File: src/rtl/subset_result_packer_if.sv
// Stream bundle between the subset-check result source, the packer and the word consumer.
// The master modport is the side that produces result bits and consumes packed words.
interface subset_result_packer_if #(
  parameter int WIDTH = 32,
  parameter int CNT_W = $clog2(WIDTH + 1)
);
  logic             in_valid;
  logic             in_ready;
  logic             in_bit;
  logic             in_last;
  logic             out_valid;
  logic             out_ready;
  logic [WIDTH-1:0] out_word;
  logic [CNT_W-1:0] out_count;
  logic [CNT_W-1:0] out_hits;

  modport master (
    output in_valid, in_bit, in_last, out_ready,
    input  in_ready, out_valid, out_word, out_count, out_hits
  );

  modport slave (
    input  in_valid, in_bit, in_last, out_ready,
    output in_ready, out_valid, out_word, out_count, out_hits
  );
endinterface

File: src/rtl/subset_result_packer.sv
// Packs a stream of subset-check verdict bits LSB-first into WIDTH-bit words,
// presenting each word with its bit count and its number of hits.
module subset_result_packer #(
  parameter int WIDTH = 32,
  parameter int CNT_W = $clog2(WIDTH + 1)
) (
  input  logic                  clk,
  input  logic                  rst_n,
  subset_result_packer_if.slave bus
);

  typedef enum logic [1:0] {
    IDLE,
    FILL,
    HOLD
  } state_t;

  state_t           state;
  logic [CNT_W-1:0] fill;
  logic [CNT_W-1:0] hits;
  logic [WIDTH-1:0] word;
  logic             ready;
  logic             valid;
  logic [WIDTH-1:0] packed_word;
  logic [CNT_W-1:0] packed_count;
  logic [CNT_W-1:0] packed_hits;

  logic             accept;
  logic             closing;
  logic [WIDTH-1:0] word_next;
  logic [CNT_W-1:0] fill_next;
  logic [CNT_W-1:0] hits_next;

  always_comb begin
    accept    = bus.in_valid && ready;
    word_next = word | ({{(WIDTH-1){1'b0}}, bus.in_bit} << fill);
    fill_next = fill + CNT_W'(1);
    hits_next = hits + CNT_W'(bus.in_bit);
    closing   = (fill_next == CNT_W'(WIDTH)) || bus.in_last;
  end

  // in_ready is kept as a register that mirrors "not in HOLD", so it stays low
  // while in reset and rises on the first edge after release.
  always_ff @(posedge clk or negedge rst_n) begin
    if (!rst_n) begin
      state        <= IDLE;
      fill         <= '0;
      hits         <= '0;
      word         <= '0;
      ready        <= 1'b0;
      valid        <= 1'b0;
      packed_word  <= '0;
      packed_count <= '0;
      packed_hits  <= '0;
    end else begin
      case (state)
        IDLE, FILL: begin
          ready <= 1'b1;
          if (accept) begin
            word <= word_next;
            fill <= fill_next;
            hits <= hits_next;
            if (closing) begin
              state        <= HOLD;
              ready        <= 1'b0;
              valid        <= 1'b1;
              packed_word  <= word_next;
              packed_count <= fill_next;
              packed_hits  <= hits_next;
            end else begin
              state <= FILL;
            end
          end
        end
        HOLD: begin
          if (bus.out_ready) begin
            state        <= IDLE;
            fill         <= '0;
            hits         <= '0;
            word         <= '0;
            ready        <= 1'b1;
            valid        <= 1'b0;
            packed_word  <= '0;
            packed_count <= '0;
            packed_hits  <= '0;
          end
        end
        default: begin
          state <= IDLE;
          ready <= 1'b1;
          valid <= 1'b0;
        end
      endcase
    end
  end

  assign bus.in_ready  = ready;
  assign bus.out_valid = valid;
  assign bus.out_word  = packed_word;
  assign bus.out_count = packed_count;
  assign bus.out_hits  = packed_hits;

endmodule

File: src/flat_wrapper.sv
// flat-port wrapper written by rule: the top's interface ports become plain ports
module subset_result_packer_flat 
#(
  parameter int WIDTH = 32,
  parameter int CNT_W = $clog2(WIDTH + 1)
)
  (clk, rst_n, bus_in_valid, bus_in_bit, bus_in_last, bus_out_ready, bus_in_ready, bus_out_valid, bus_out_word, bus_out_count, bus_out_hits);
  subset_result_packer_if #(.WIDTH(WIDTH), .CNT_W(CNT_W)) bus_i ();
  input  logic clk;
  input  logic rst_n;
  input wire logic [$bits(bus_i.in_valid)-1:0] bus_in_valid;
  input wire logic [$bits(bus_i.in_bit)-1:0] bus_in_bit;
  input wire logic [$bits(bus_i.in_last)-1:0] bus_in_last;
  input wire logic [$bits(bus_i.out_ready)-1:0] bus_out_ready;
  output wire logic [$bits(bus_i.in_ready)-1:0] bus_in_ready;
  output wire logic [$bits(bus_i.out_valid)-1:0] bus_out_valid;
  output wire logic [$bits(bus_i.out_word)-1:0] bus_out_word;
  output wire logic [$bits(bus_i.out_count)-1:0] bus_out_count;
  output wire logic [$bits(bus_i.out_hits)-1:0] bus_out_hits;
  assign bus_i.in_valid = bus_in_valid;
  assign bus_i.in_bit = bus_in_bit;
  assign bus_i.in_last = bus_in_last;
  assign bus_i.out_ready = bus_out_ready;
  assign bus_in_ready = bus_i.in_ready;
  assign bus_out_valid = bus_i.out_valid;
  assign bus_out_word = bus_i.out_word;
  assign bus_out_count = bus_i.out_count;
  assign bus_out_hits = bus_i.out_hits;
  subset_result_packer #(.WIDTH(WIDTH), .CNT_W(CNT_W)) u_core (.clk(clk), .rst_n(rst_n), .bus(bus_i));
endmodule
File: config.mk
export PLATFORM = sky130hd
export DESIGN_NAME = subset_result_packer_flat
export DESIGN_NICKNAME = d
export VERILOG_FILES = /design/src/rtl/subset_result_packer_if.sv /design/src/rtl/subset_result_packer.sv /design/src/flat_wrapper.sv
export SDC_FILE = /design/constraint.sdc
export NUM_CORES = 1
export LEC_CHECK = 0
export CAP_MARGIN = 20
export CORE_MARGIN = 3
export CORE_UTILIZATION = 50
export DETAILED_ROUTE_END_ITERATION = 12
export GPL_ROUTABILITY_DRIVEN = 0
export PLACE_DENSITY_LB_ADDON = 0.08
export SLEW_MARGIN = 20
export SYNTH_ARGS = -nofsm -noshare
export SYNTH_HDL_FRONTEND = slang
export SYNTH_SLANG_ARGS = --single-unit
File: constraint.sdc
create_clock -name clk -period 3.75 [get_ports clk]
set_clock_uncertainty 0.15 [all_clocks]
set_input_delay 0.375 -clock clk [delete_from_list [all_inputs] [get_ports clk]]
set_output_delay 0.375 -clock clk [all_outputs]
set_load 0.01 [all_outputs]
Word level (Yosys, flattened, before mapping)
Cells that the tools add are included.
{"block": "word_totals", "regBits": 92, "inputBits": 6, "output_inout_bits": 46, "elab_cells": 57}
{"block": "classes", "n_addsub": 2, "eq_ne": 6, "shifts": 1, "mux": 29, "bitwise": 1, "reduce_logical": 9}
{"operator": "$mux W32", "count": 4}
{"operator": "$pmux W32 S2", "count": 2}
{"operator": "$pmux W6 S2", "count": 4}
{"operator": "$mux W6", "count": 7}
{"operator": "$or A32 B32 Y32", "count": 1}
{"operator": "$shl A1 B6 Y32", "count": 1}
{"operator": "$add A6 B1 Y6", "count": 1}
{"operator": "$add A6 B1 Y6 const B", "count": 1}
{"operator": "$eq A6 B6 Y1 const B", "count": 1}
{"operator": "$mux W1", "count": 6}
{"operator": "$mux W2", "count": 3}
{"operator": "$reduce_and A3 Y1", "count": 2}
{"operator": "$ne A2 B1 Y1 const B", "count": 2}
{"operator": "$pmux W1 S2", "count": 2}
{"operator": "$pmux W2 S2", "count": 1}
{"operator": "$reduce_and A4 Y1", "count": 1}
{"operator": "$eq A2 B1 Y1 const B", "count": 1}
{"operator": "$eq A2 B2 Y1 const B", "count": 1}
{"operator": "$logic_not A2 Y1", "count": 1}
{"operator": "$ne A2 B2 Y1 const B", "count": 1}
{"operator": "$reduce_and A2 Y1", "count": 1}
{"operator": "$reduce_bool A2 Y1", "count": 1}
{"operator": "$reduce_or A2 Y1", "count": 1}
{"operator": "$logic_and A1 B1 Y1", "count": 1}
{"operator": "$logic_or A1 B1 Y1", "count": 1}

Longest topological paths before layout
{"block": "logic_depth", "word_depth": 6, "depth_mapped": 7}

Worst setup path after synthesis
Ideal clock, no wire load.
{"block": "synth_timing", "path_type": "reg2reg", "start": "register u_core.fill[4]", "end": "register u_core.packed_hits[2], in the netlist u_core.bus.out_hits[2]", "setup_time_ns": 0.079, "arrival_time_ns": 1.602, "slack_ns": 1.919, "path_stages_with_launch": 8, "path_buffers": 3, "path_cell_list": "dfrtp_1 buf_4 a211o_1 a21oi_2 o221a_4 buf_8 buf_6 mux2i_1"}
{"block": "synth_via", "elab_chain_len": 5}
{"item": "start: declaration", "line": "subset_result_packer.sv:19", "source": "logic [CNT_W-1:0] fill;"}
{"item": "start signal: assignment", "line": "subset_result_packer.sv:61", "source": "fill <= fill_next;"}
{"item": "$add A6 B1 Y6", "line": "subset_result_packer.sv:37", "source": "fill_next = fill + CNT_W'(1);"}
{"item": "$eq A6 B6 Y1", "line": "subset_result_packer.sv:39", "source": "closing = (fill_next == CNT_W'(WIDTH)) || bus.in_last;"}
{"item": "$logic_or A1 B1 Y1", "line": "subset_result_packer.sv:39"}
{"item": "$ne A2 B1 Y1 (no line)"}
{"item": "$reduce_and A4 Y1 (no line)"}
{"item": "end signal: assignment", "line": "subset_result_packer.sv:69", "source": "packed_hits <= hits_next;"}
{"item": "end: declaration", "line": "subset_result_packer.sv:26", "source": "logic [CNT_W-1:0] packed_hits;"}
No other way between the ends.
A chain may end at the register's enable or synchronous reset.

Worst setup path after layout
{"block": "layout_timing", "start": "register u_core.fill[0]", "end": "register u_core.packed_word[26], in the netlist u_core.bus.out_word[26]"}
{"block": "layout_via", "elab_chain_len": 5, "word_cells_on_any_way": 10}
{"item": "$add A6 B1 Y6 or $shl A1 B6 Y32 (tied branches)", "line": "subset_result_packer.sv:37, subset_result_packer.sv:36"}
{"item": "$eq A6 B6 Y1 or $or A32 B32 Y32 (tied branches)", "line": "subset_result_packer.sv:39, subset_result_packer.sv:36"}
{"item": "$logic_or A1 B1 Y1 or $mux W32 (tied branches)", "line": "subset_result_packer.sv:39, subset_result_packer.sv:63"}
{"item": "$ne A2 B1 Y1 (no line) or $mux W32 (tied branches)"}
{"item": "$reduce_and A4 Y1 (no line) or $pmux W32 S2 (tied branches)"}
{"item": "end signal: assignment", "line": "subset_result_packer.sv:67", "source": "packed_word <= word_next;"}
{"item": "end: declaration", "line": "subset_result_packer.sv:24", "source": "logic [WIDTH-1:0] packed_word;"}
Several ways; a longest one is shown, not always the timed one. The select of a mux whose other input is x is not followed.

==> metrics.txt <==
status completed; clock slew at reported path FFs 90 ps; type of origin of the critical path register; fillers between 600 and 700; critical path type register to register; nets 458; Final period util between 60% and 70%; biggest cell delay along the critical path about 770 ps; vias in the first global route 2977; syn avg cell area 10.3 um2; Die ar. ~9500 um2; EDFF count, synth 0; Switching Fraction about 33%; Total Wirelength just over 9000 um; total grt overflow 0; final core area utilization 62.0%; crit path max fanout 44; Hold Vio Cnt, Final 0; Multi-input gate area 1700 um2; maxcap violations 0; crit end category register; IO Port Bufs between 50 and 60; syn_nets 416; Finished Layout Cells roughly 560; worst skew pair latency 350 ps; DP HPWL slightly below 6000 um; H-tree depth 3; RSZ-0062 raised after global routing false; Num Clock Sinks 92; Post-Syn Instances ~410; DRC Markers 0; FF+latch count, synth 92; register area share after synthesis between 50% and 60%; CTS root buf clkbuf_8; Req. time, crit path roughly 3900 ps; # IOs between 50 and 60; Place WS roughly 1100 ps; Clock power frac approximately a quarter; P per Cell Area between 600 and 700 nW/um2; warnings from Yosys 0; DR iter-0 viols around 160; core area between 7000 and 8000 um2; ANT nets after route 0; Async SR Flop Fraction between 90% and 100%; CTS tree done; Total Routing Usage GR between 10% and 20%; Synth Cell Area between 4000 and 5000 um2; post-synth cell types 51; first-pass GRT wire length 15400 um; max_slew headroom a little under a third; Int Power just over 2 mW; post-synth top area share between 50% and 60%; area leader, netlist dfrtp_1; Gate power share between 20% and 30%; crit path time final around 2600 ps; actual slew at the worst max-slew pin 1040 ps; WL/cell 16.4 um; Placed Cells about 540; Peak Freq 0.381 GHz; Slowest cell on crit path o221a_4; # setup viols final 0; Register Area 2300 um2; share of cells above drive strength 1 7.06%; CTS buffer count 9; LEAKAGE 2.16 nW; CP arrival ~2700 ps; Vias per Instance about 5.6; hold crit path type input pin to asynchronous set/reset pin; ANT cells 0; DR vias a little over 3000; DR pass1 iterations 5; final setup margin roughly 1100 ps; CTS max path bufs 2; Pins Over Slew Limit 0; Seq pwr share 46.9%; initial core utilization a little over half; Area Overhead vs Synth 17.4%; TNS Setup 0 ps; die width between 90 and 100 um; CP Cell Sequence ha_1 > nand2_1 > a21oi_2 > o221a_4 > mux2i_1; IR drop worst, VDD around 0.32 mV; antenna violations before repair 0; top cells by area, synth dfrtp_1 (55%), mux2i_1 (9.1%), a21oi_1 (7.1%), nand2_1 (6.3%), nor2_1 (3.1%); Post-CTS Setup Bufs 0; commonest register cell after synthesis dfrtp_1; largest net degree at the start of global routing 45; num rows 32; Sw Pwr 1.00 mW; die height around 98 um
## metrics by stage
stage	hold slack (ps)	cell area, um2	power (mW)
after floorplan	-70.6	4190	1.92
final	221	4910	3.03
after detailed placement	46.8	4690	2.32
after CTS	217	4910	3.05
after global placement	46.2	4690	2.29
after global routing	212	4910	3.22
## routing by layer
| metal | wire [um] | vias up | GRT usage (%) |
|---|---|---|---|
| met5 | 0 | - | 0 |
| met4 | 76 | 0 | 5.11 |
| met3 | 289 | 6 | 3.73 |
| met2 | 4060 | 54 | 29.5 |
| met1 | 4650 | 1535 | 29.7 |
| li1 | - | 1491 | - |
## sequential cells by signal (all words and copies together) (netlist names)
signal,cells
u_core.bus.out_hits,6
u_core.hits,6
u_core.fill,6
u_core.bus.in_ready,1
u_core.bus.out_count,6
u_core.bus.out_valid,1
u_core.word,32
u_core.bus.out_word,32
u_core.state,2
## cells in the final DEF, fill, tap and decap left out, types with 2 or more instances in the layout
cell type	instances
dfrtp_1	92
o22ai_1	8
nand3_1	4
and3b_1	3
ha_1	3
o21ai_0	17
nor3b_2	2
xnor2_1	5
mux2i_1	38
a21oi_1	59
clkdlybuf4s50_1	50
o21a_1	2
nor2_1	35
clkbuf_8	10
nand2b_1	2
bufinv_16	2
inv_1	3
nand2_1	70
buf_4	7
a21o_1	2
nor4_1	2
and2_1	4
nor3_1	3
## final cells by class
class                      count  area share (%)
clock inverter                 4            1.50
sequential                    92            46.8
inverter                       3           0.229
multi-input combinational    285            34.5
tap                          102            2.60
clock buffer                  11            2.88
timing repair buffer          58            11.5
## kinds of logic after synthesis
logic type,Yosys count,share of synthesized area [%]
AND/OR/NAND/NOR,138,15.4
AO/OA/AOI/OAI,100,13.8
flip-flops,92,55.0
multiplexers,38,9.09
buffers and inverters,30,4.51
XOR/XNOR,6,1.26
adder cells (fa/ha/maj),3,0.897
## power groups by stage
stage / sequential [mW] / clock, mW / combinational, mW
after CTS: 1.42 / 0.738 / 0.893
after global placement: 1.43 / 0 / 0.865
after floorplan: 1.42 / 0 / 0.502
final: 1.42 / 0.728 / 0.880
after detailed placement: 1.44 / 0 / 0.886
after global routing: 1.46 / 0.786 / 0.978
## cell usage after synthesis, types with 2 or more instances
cell	n
nor3_1	3
a21o_1	2
clkbuf_1	17
xnor2_1	5
and3b_1	3
mux2i_1	38
nand2_1	70
nor4_1	2
and2_1	4
nand3_1	4
nor3b_2	2
nand2b_1	2
buf_2	4
o22ai_1	8
a21oi_1	59
ha_1	3
buf_12	3
o21ai_0	17
inv_1	3
dfrtp_1	92
o21a_1	2
nor2_1	35
## worst paths after layout
path | startpoint | to | slack, ps | cells past startpoint
setup / recovery | u_core.fill[0] | u_core.bus.out_word[26] | 1130 | 5
hold / removal | rst_n | u_core.bus.out_word[14] | 220 | 2
setup reg to reg | u_core.fill[0] | u_core.bus.out_word[26] | 1130 | 5
hold reg to reg | u_core.bus.out_valid | u_core.bus.out_valid | 340 | 1
max in group asynchronous | rst_n | u_core.bus.out_word[31] | 2480 | 3
min in group clk | u_core.bus.out_valid | u_core.bus.out_valid | 340 | 1
## worst max-delay path: cells and delay by family, from the launching register on
| family | cells | cell delay, ps |
|---|---|---|
| multiplexers | 1 | 280 |
| flip-flops | 1 | 680 |
| AND/OR/NAND/NOR | 1 | 90 |
| adder cells (fa/ha/maj) | 1 | 350 |
| AO/OA/AOI/OAI | 2 | 960 |
## timing repair
item	4_1_cts	5_1_grt
hold buffers	1	0
resized for setup	0	0
endpoints found under the hold margin	6	0
Note: power is estimated with default switching activity, not from simulation.
